[src/rtl/array_structural.sv]
// array_structural: 4-word x WIDTH-bit register file built from a write
// decoder, four enabled word registers and a combinational 4:1 read mux.
// One synchronous write port, one asynchronous read port.

// Single word register with synchronous active-high clear and load enable.
module array_structural_wreg #(
    parameter int WIDTH = 8
) (
    input  logic             clk,
    input  logic             rst,
    input  logic             i_en,
    input  logic [WIDTH-1:0] i_d,
    output logic [WIDTH-1:0] o_q
);

    logic [WIDTH-1:0] r_q;

    // Clear on reset (reset beats a simultaneous load), otherwise load when enabled.
    always_ff @(posedge clk) begin
        if (rst) begin
            r_q <= '0;
        end else if (i_en) begin
            r_q <= i_d;
        end
    end

    assign o_q = r_q;

endmodule

// 2-to-4 write-address decoder gated by the global write enable.
module array_structural_dec2to4 (
    input  logic       i_en,
    input  logic [1:0] i_addr,
    output logic [3:0] o_sel
);

    // One-hot select when enabled, all zero otherwise.
    always_comb begin
        o_sel = '0;
        for (int unsigned k = 0; k < 4; k++) begin
            o_sel[k] = i_en && (i_addr == k[1:0]);
        end
    end

endmodule

// 4:1 combinational read multiplexer.
module array_structural_mux4 #(
    parameter int WIDTH = 8
) (
    input  logic [WIDTH-1:0] i_d0,
    input  logic [WIDTH-1:0] i_d1,
    input  logic [WIDTH-1:0] i_d2,
    input  logic [WIDTH-1:0] i_d3,
    input  logic [1:0]       i_sel,
    output logic [WIDTH-1:0] o_y
);

    // Route the selected word straight to the output, no clocking.
    always_comb begin
        o_y = '0;
        case (i_sel)
            2'd0:    o_y = i_d0;
            2'd1:    o_y = i_d1;
            2'd2:    o_y = i_d2;
            default: o_y = i_d3;
        endcase
    end

endmodule

// Top level: decoder -> four word registers -> read mux.
module array_structural #(
    parameter int WIDTH = 8
) (
    input  logic             clk,
    input  logic             rst,
    input  logic [WIDTH-1:0] write_data,
    input  logic [1:0]       write_addr,
    input  logic             write_en,
    input  logic [1:0]       read_addr,
    output logic [WIDTH-1:0] read_data
);

    logic [3:0]       w_we;
    logic [WIDTH-1:0] w_word [4];

    array_structural_dec2to4 u_dec (
        .i_en   (write_en),
        .i_addr (write_addr),
        .o_sel  (w_we)
    );

    for (genvar g = 0; g < 4; g++) begin : g_word
        array_structural_wreg #(.WIDTH(WIDTH)) u_word (
            .clk  (clk),
            .rst  (rst),
            .i_en (w_we[g]),
            .i_d  (write_data),
            .o_q  (w_word[g])
        );
    end

    array_structural_mux4 #(.WIDTH(WIDTH)) u_mux (
        .i_d0  (w_word[0]),
        .i_d1  (w_word[1]),
        .i_d2  (w_word[2]),
        .i_d3  (w_word[3]),
        .i_sel (read_addr),
        .o_y   (read_data)
    );

endmodule

[config.mk]
export PLATFORM = sky130hd
export DESIGN_NAME = array_structural
export DESIGN_NICKNAME = d
export VERILOG_FILES = /design/src/rtl/array_structural.sv
export SDC_FILE = /design/constraint.sdc
export NUM_CORES = 1
export LEC_CHECK = 0
export CAP_MARGIN = 15
export CORE_UTILIZATION = 46
export CTS_BUF_LIST = sky130_fd_sc_hd__clkbuf_16
export DETAILED_ROUTE_END_ITERATION = 16
export PLACE_DENSITY = 0.81
export SYNTH_ARGS = -nofsm -noshare
export SYNTH_HDL_FRONTEND = slang
export SYNTH_HIERARCHICAL = 1
export SYNTH_SLANG_ARGS = --single-unit
[constraint.sdc]
create_clock -name clk -period 0.8 [get_ports clk]
set_input_delay 0.08 -clock clk [delete_from_list [all_inputs] [get_ports clk]]
set_output_delay 0.08 -clock clk [all_outputs]
set_load 0.05 [all_outputs]
======== Word-level counts from Yosys, hierarchy flattened ========
Cells that the tools add are included.
operators by class
  equal/unequal tests ..................... 5
  muxes and demuxes ....................... 1
  reductions and logical operators ........ 6
operator list
  cell                                            number
  one-hot mux 8 bit (3 select lines)              1
  == test 2 bit (second input constant)           3
  == test 2 x 1 -> 1 bit (second input constant)  2
  logical AND 1 bit                               4
  logical NOT 2 bit                               2
storage, ports and cells
  bits in registers ....................... 32
  bits of input ports ..................... 15

======== Longest topological paths before layout ========
Gate-level depths: netlist (run 1).
  word-level depth ........................ 2
  mapped depth ............................ 4
  mapped depth without buffers ............ 3

======== By module ========
Netlist (run 1), hierarchy kept.
modules (own cells, without submodules)
  module                    instances  cells each  area each (sq um)  sequential area each (sq um)
  array_structural_wreg     4          26          285.3              160.2
  array_structural_mux4     1          10          196.4              0.0
  array_structural_dec2to4  1          4           37.5               0.0

======== Worst setup path after synthesis (run 1) ========
OpenSTA, ideal clock, no wires.
  kind .................................... reg-to-output
  from .................................... reg g_word[3].u_word.r_q[0]
  to ...................................... out read_data[0]
  arrival time ............................ 0.905 ns
  required time ........................... 0.720 ns
  path slack .............................. -0.185 ns
  cell stages (with the launch flop) ...... 2
  cell sequence ........................... dfxtp_1 mux4_2
between the ends
  cells in the longest elaborated chain, start to end .. 1
ends and longest elaborated chain
  element                             line  RTL
  start: declaration                  16    logic [WIDTH-1:0] r_q;
  start signal: assignment            23    r_q <= i_d;
  one-hot mux 8 bit (3 select lines)  63    case (i_sel)
  end: declaration                    83    output logic [WIDTH-1:0] read_data
No other way between the ends.

======== Worst setup path after layout (run 1) ========
Ends and elaborated chain as after synthesis.

==> results of run 1 <==
==> report_power, final <==
| part | total, mW | internal (mW) | switching, mW |
|---|---|---|---|
| clock network | 1.72 | 1.11 | 0.610 |
| logic | 0.500 | 0.256 | 0.244 |
| registers | 1.68 | 1.65 | 0.0280 |
==> how the worst max path moves through the flow <==
stage | startpoint | end | slack (ns)
3_5_place_dp | read_addr[0] | read_data[4] | -0.72
6_report | g_word[3].u_word/o_q[0] | read_data[0] | -0.53
5_1_grt | g_word[3].u_word/o_q[0] | read_data[0] | -0.55
4_1_cts | g_word[3].u_word/o_q[5] | read_data[5] | -0.52
3_3_place_gp | read_addr[0] | read_data[3] | -0.71
2_1_floorplan | g_word[3].u_word/o_q[0] | read_data[0] | -0.18
==> cell type report <==
class                      count  share of cell area (%)
clock buffer                   5                    6.73
clock inverter                 2                   0.471
multi-input combinational     76                    36.5
sequential                    32                    34.7
tap                           31                    2.09
timing repair buffer          34                    19.6
==> metrics by stage <==
step / setup TNS, ns / power [mW] / worst slack, ns / hold slack [ns] / area (um^2)
after floorplan: -1.48 / 1.98 / -0.185 / 0.227 / 1380
after global placement: -21.42 / 2.16 / -0.705 / 0.467 / 1660
after detailed placement: -22.84 / 2.18 / -0.716 / 0.482 / 1660
after CTS: -4.08 / 3.93 / -0.524 / 0.334 / 1860
after global routing: -4.26 / 4.05 / -0.555 / 0.363 / 1860
final: -4.04 / 3.90 / -0.526 / 0.341 / 1860
==> cells in the final DEF (no fill, tap or decap) <==
cell type and count:
dfxtp_2 3, nor3b_4 1, and3b_1 1, mux4_2 8, mux2i_1 31, nor2_1 32
clkdlybuf4s50_1 10, clkinv_2 1, and3_2 1, buf_8 2, dfxtp_1 29, buf_2 3
clkbuf_16 5, buf_6 10, buf_12 3, mux2i_4 1, dlygate4sd2_1 1, and3b_2 1
inv_1 1, buf_4 5
==> layer usage <==
metal	up-vias	track usage [%]	share of wire, %
met5	-	0	0
met1	492	22.2	42
met3	5	6.68	3.3
met2	20	36.1	53
li1	467	-	-
met4	0	10.7	1.8
==> cells by family after synthesis <==
family        after synthesis
buf+inv                    10
simple gates               36
flops                      32
mux                        40
==> what timing repair did <==
| action | 4_1_cts | 5_1_grt |
|---|---|---|
| setup buffers | 1 | 0 |
| pin swaps | 3 | 1 |
| setup endpoints to repair | 40 | 14 |
| gates resized for setup | 31 | 3 |
| hold buffers | 0 | 0 |
==> worst max-delay path: cells and delay by family (launching register included) <==
kind | cells | cell delay [ns]
buffers and inverters | 1 | 0.17
DFF | 1 | 0.32
muxes | 1 | 0.49
==> out/metrics.cfg, run 1 <==
[critical_path]
r2r_cells = 3
arrival_ns = 1.25
path_max_fanout = 2
rr_endpoint = g_word[2].u_word/o_q[0]
slowest_delay_ns = 0.49
crit_type = flip-flop to primary output
startpoint_type = flip-flop
worst_setup_path_end_kind = primary output
cp_cell_sequence = mux4_2 > buf_8
cp_slowest_cell = mux4_2
r2r_start = g_word[2].u_word/o_q[0]
required_ns = 0.72
rrSetupSlack_ns = 0.02

[timing]
slew-limit-headroom_pct = 84.3
max_freq_mhz = 754
hold_viol_final = 0
rsz0062_at_grt = true
max_slew.worst_pin.slew_ns = 0.235
report.final.slew_viol_count = 0
fin_ws_ns = -0.526
fin_crit_sh_pct = 166
finalSetupViolCount = 8
fin_skew_ns = 0
period_minus_slack_ns = 1.33

[synth]
syn_nets = 133
yosys.area_share.simple_pct = 11.5
synth_top_family_by_area = multiplexers
yosysSeqAreaShare_pct = 46.6
synthXorXnorAreaFrac_pct = 0
synth.area.top_cells = dfxtp_1 47%, mux2i_1 23%, mux4_2 13%
synth_top_area_share_pct = 46.6
synth_area_leader_cell = dfxtp_1
synth-async-reset-ratio_pct = 0
synth_edf_count = 0
postSynthAreaPerCell_um2 = 11.7
synth_area_mm2 = 0.00138
yosys_warnings = 6
synth-compound-area-share_pct = 0
synthCells = 118
synthFlopType = dfxtp_1
ys_types = 10
synthMuxAreaShare_pct = 36.4
synth-seq-cells = 32
netlist_top_cells_count = 32 x dfxtp_1, 32 x mux2i_1, 32 x nor2_1
yosys.area_share.adder_pct = 0

[layout]
instances_no_fill = 180
regArea_um2 = 644
syn2layout_area_growth_pct = 35.2
drive_gt1_share_pct = 29.5
largest_reg_flops = 32
fin_util_pct = 66.3
antennaDiodeCount = 0
nFillCells = 216
multiInputGateArea_um2 = 678
nNetsFinal = 164

[routing]
drt-vias-per-instance = 5.47
routed_wl_um = 2920
ant_nets = 0
drc = 2
drt_pre_antenna_iters = 10
vias = 984
initialDrtViolationCount = 36
wl_per_cell_um = 16.2

[cts]
clockBufferDepth = 2
clock_sinks = 32
cts_tree = done
clock_latency_ns = 0.27
numCtsBuffers = 5
clkTransAtPathRegs_ns = 0.05
cts_root_buf = clkbuf_16
htreeDepth = 2

[floorplan]
initial_core_util_pct = 49.0
fp-row-count = 19
die_w_um = 56.7
dieArea_mm2 = 0.00321
coreArea_mm2 = 0.00281
ios = 23
die_h_um = 56.7

[grt]
antenna_found_initial = 0
grt_max_degree = 33
grt-ovfl-total = 0
first_global_vias = 1001
grt_use_total_pct = 20.7
grt_pass1_wl_um = 4770

[place]
port_buffers = 22
globalplace.congestion = 0.687
place_hpwl_um = 1970
dp_cells = 172

[pwr]
ir_drop_mv = 1.66
p_leak_nw = 0.726
power_density_mw_per_mm2 = 2100

[worst_hold_path]
hold_path.class = input pin to flip-flop
hold-path-cell-count = 5
hold_end = g_word[0].u_word/o_q[4]
min-delay-start = write_addr[0]

[outcome]
violations = design-rule violations, negative setup slack
status = complete, but fails checks

[run]
cap_viol_max_count = 0

Note: power is estimated with default switching activity, not from simulation.
==> run 2: changes to the inputs <==
CORE_UTILIZATION = 51   (was 46)
PLACE_DENSITY = 0.85   (was 0.81)
clock period = 1.25 ns   (was 0.8 ns; I/O delays follow)
==> run 2 against run 1 <==
Compared with the run above: the run ends with negative setup slack left; utilization up 6.4 points; critical path type unchanged; critical path depth stayed put; sequential power fell by 36%; highest routed layer unchanged; non-clock buffer count is 2 lower; power down 36%; via count fell by 2.9%; global-route usage up 1.7 points.
==> out/metrics.cfg, run 2 (same netlist as run 1, synthesis figures left out) <==
[layout]
syn2layout_area_growth_pct = 33.3
antennaDiodeCount = 0
drive_gt1_share_pct = 23.6
largest_reg_flops = 32
instances_no_fill = 178
nNetsFinal = 162
most-common-layout-cells = 32 x mux2i_1, 32 x nor2_1, 30 x dfxtp_1
final_area_mm2 = 0.00183

[worst_hold_path]
hold_path.class = flip-flop to flip-flop

[cts]
postCtsSetupBuffers = 0
clock_latency_ns = 0.27
htreeDepth = 2
clockBufferDepth = 2
clock_sinks = 32
clkTransAtPathRegs_ns = 0.05
ctsHoldBuffers = 0
cts_root_buf = clkbuf_16
cts_tree = done
numCtsBuffers = 5

[routing]
routed_wl_um = 2700
wl_per_cell_um = 15.2
drt_pre_antenna_iters = 4
vias = 955
ant_nets = 0
drc = 0
initialDrtViolationCount = 15
drt-vias-per-instance = 5.37

[floorplan]
initial_core_util_pct = 54.5
die_h_um = 53.9
coreArea_mm2 = 0.00252
ios = 23
fp-row-count = 18
die_w_um = 53.9
dieArea_mm2 = 0.00291

[timing]
rsz0062_at_grt = true
slew-limit-headroom_pct = 89.2
max_slew.worst_pin.slew_ns = 0.157
max_freq_mhz = 728
period_minus_slack_ns = 1.37
fin_skew_ns = 0
fin_ws_ns = -0.124
finalSetupViolCount = 8
fin_crit_sh_pct = 110
hold_viol_final = 0
report.final.slew_viol_count = 0
final.setup.tns_ns = -0.819

[grt]
grt_use_total_pct = 22.4
grt_max_degree = 33
antenna_found_initial = 0
grt-ovfl-total = 0
grt_pass1_wl_um = 4250
first_global_vias = 921

[critical_path]
startpoint_type = flip-flop
crit_type = flip-flop to primary output
slowest_delay_ns = 0.49
crit_buf_inv = 1
cp_cell_sequence = mux4_2 > buf_8
cp_slowest_cell = mux4_2
path_max_fanout = 2
worst_setup_path_end_kind = primary output
crit_family = multiplexers
arrival_ns = 1.25
required_ns = 1.12

[place]
place_ws_ns = -0.368
placed_area_mm2 = 0.00166
dp_cells = 170
globalplace.congestion = 0.741
place_hpwl_um = 1790
port_buffers = 22

[outcome]
status = complete, but fails checks
violations = negative setup slack

[pwr]
swShare_pct = 22.8
p_sw_uw = 571
combPwrFrac_pct = 12.4
power_density_mw_per_mm2 = 1370
seqPwrFrac_pct = 42.9
p_leak_nw = 0.717
internal-power_mw = 1.93
power_mw = 2.50
pwr-share-clk_pct = 44.7
ir_drop_mv = 1.35

[run]
cap_viol_max_count = 0

-- run 2: path summary, 6_finish.rpt --
path / to / from / cells past startpoint / slack [ns]
setup / recovery: read_data[3] / g_word[3].u_word/o_q[3] / 2 / -0.12
setup reg to reg: g_word[1].u_word/o_q[1] / g_word[1].u_word/o_q[1] / 2 / 0.62
hold / removal: g_word[3].u_word/o_q[0] / g_word[3].u_word/o_q[0] / 2 / 0.49
hold reg to reg: g_word[3].u_word/o_q[0] / g_word[3].u_word/o_q[0] / 2 / 0.49
-- run 2: repair_timing --
item | 4_1_cts | 5_1_grt
endpoints found under the setup margin | 8 | 8
gates resized for setup | 11 | 3
gates cloned | 0 | 0
endpoints found under the hold margin | 0 | 0
-- run 2: through the flow --
| stage | hold slack (ns) | util (%) |
|---|---|---|
| after floorplan | 0.272 | - |
| final | 0.488 | 72.7 |
| after global routing | 0.518 | 72.7 |
| after global placement | 0.468 | 65.9 |
| after detailed placement | 0.480 | 65.9 |
| after CTS | 0.493 | 72.5 |
-- run 2: power by group through the flow --
stage / registers, mW / clock network, mW / logic, mW
floorplan: 1.09 / 0 / 0.182
global placement: 1.09 / 0 / 0.292
detailed placement: 1.09 / 0 / 0.299
CTS: 1.07 / 1.13 / 0.310
global route: 1.08 / 1.19 / 0.328
finish: 1.07 / 1.12 / 0.310
-- run 2: worst reg2reg max path, delay by kind of cell (launching register included) --
family / cells / cell delay, ns
and+or+nand+nor: 1 / 0.06
muxes: 1 / 0.15
DFF: 1 / 0.31
-- run 2: final cells by class --
class / count / area [um^2]
clock buffer: 5 / 125
clock inverter: 3 / 11.3
fill: 172 / 689
multi-input combinational: 76 / 658
sequential: 32 / 643
tap: 30 / 37.5
timing repair buffer: 32 / 358
-- run 2: routing by layer --
metal	track usage, %	routed length [um]	vias to the layer above
met5	0	0	-
met4	15.4	76	0
met1	26.5	1240	462
met2	34.2	1280	18
met3	7.34	98	7
li1	-	-	468
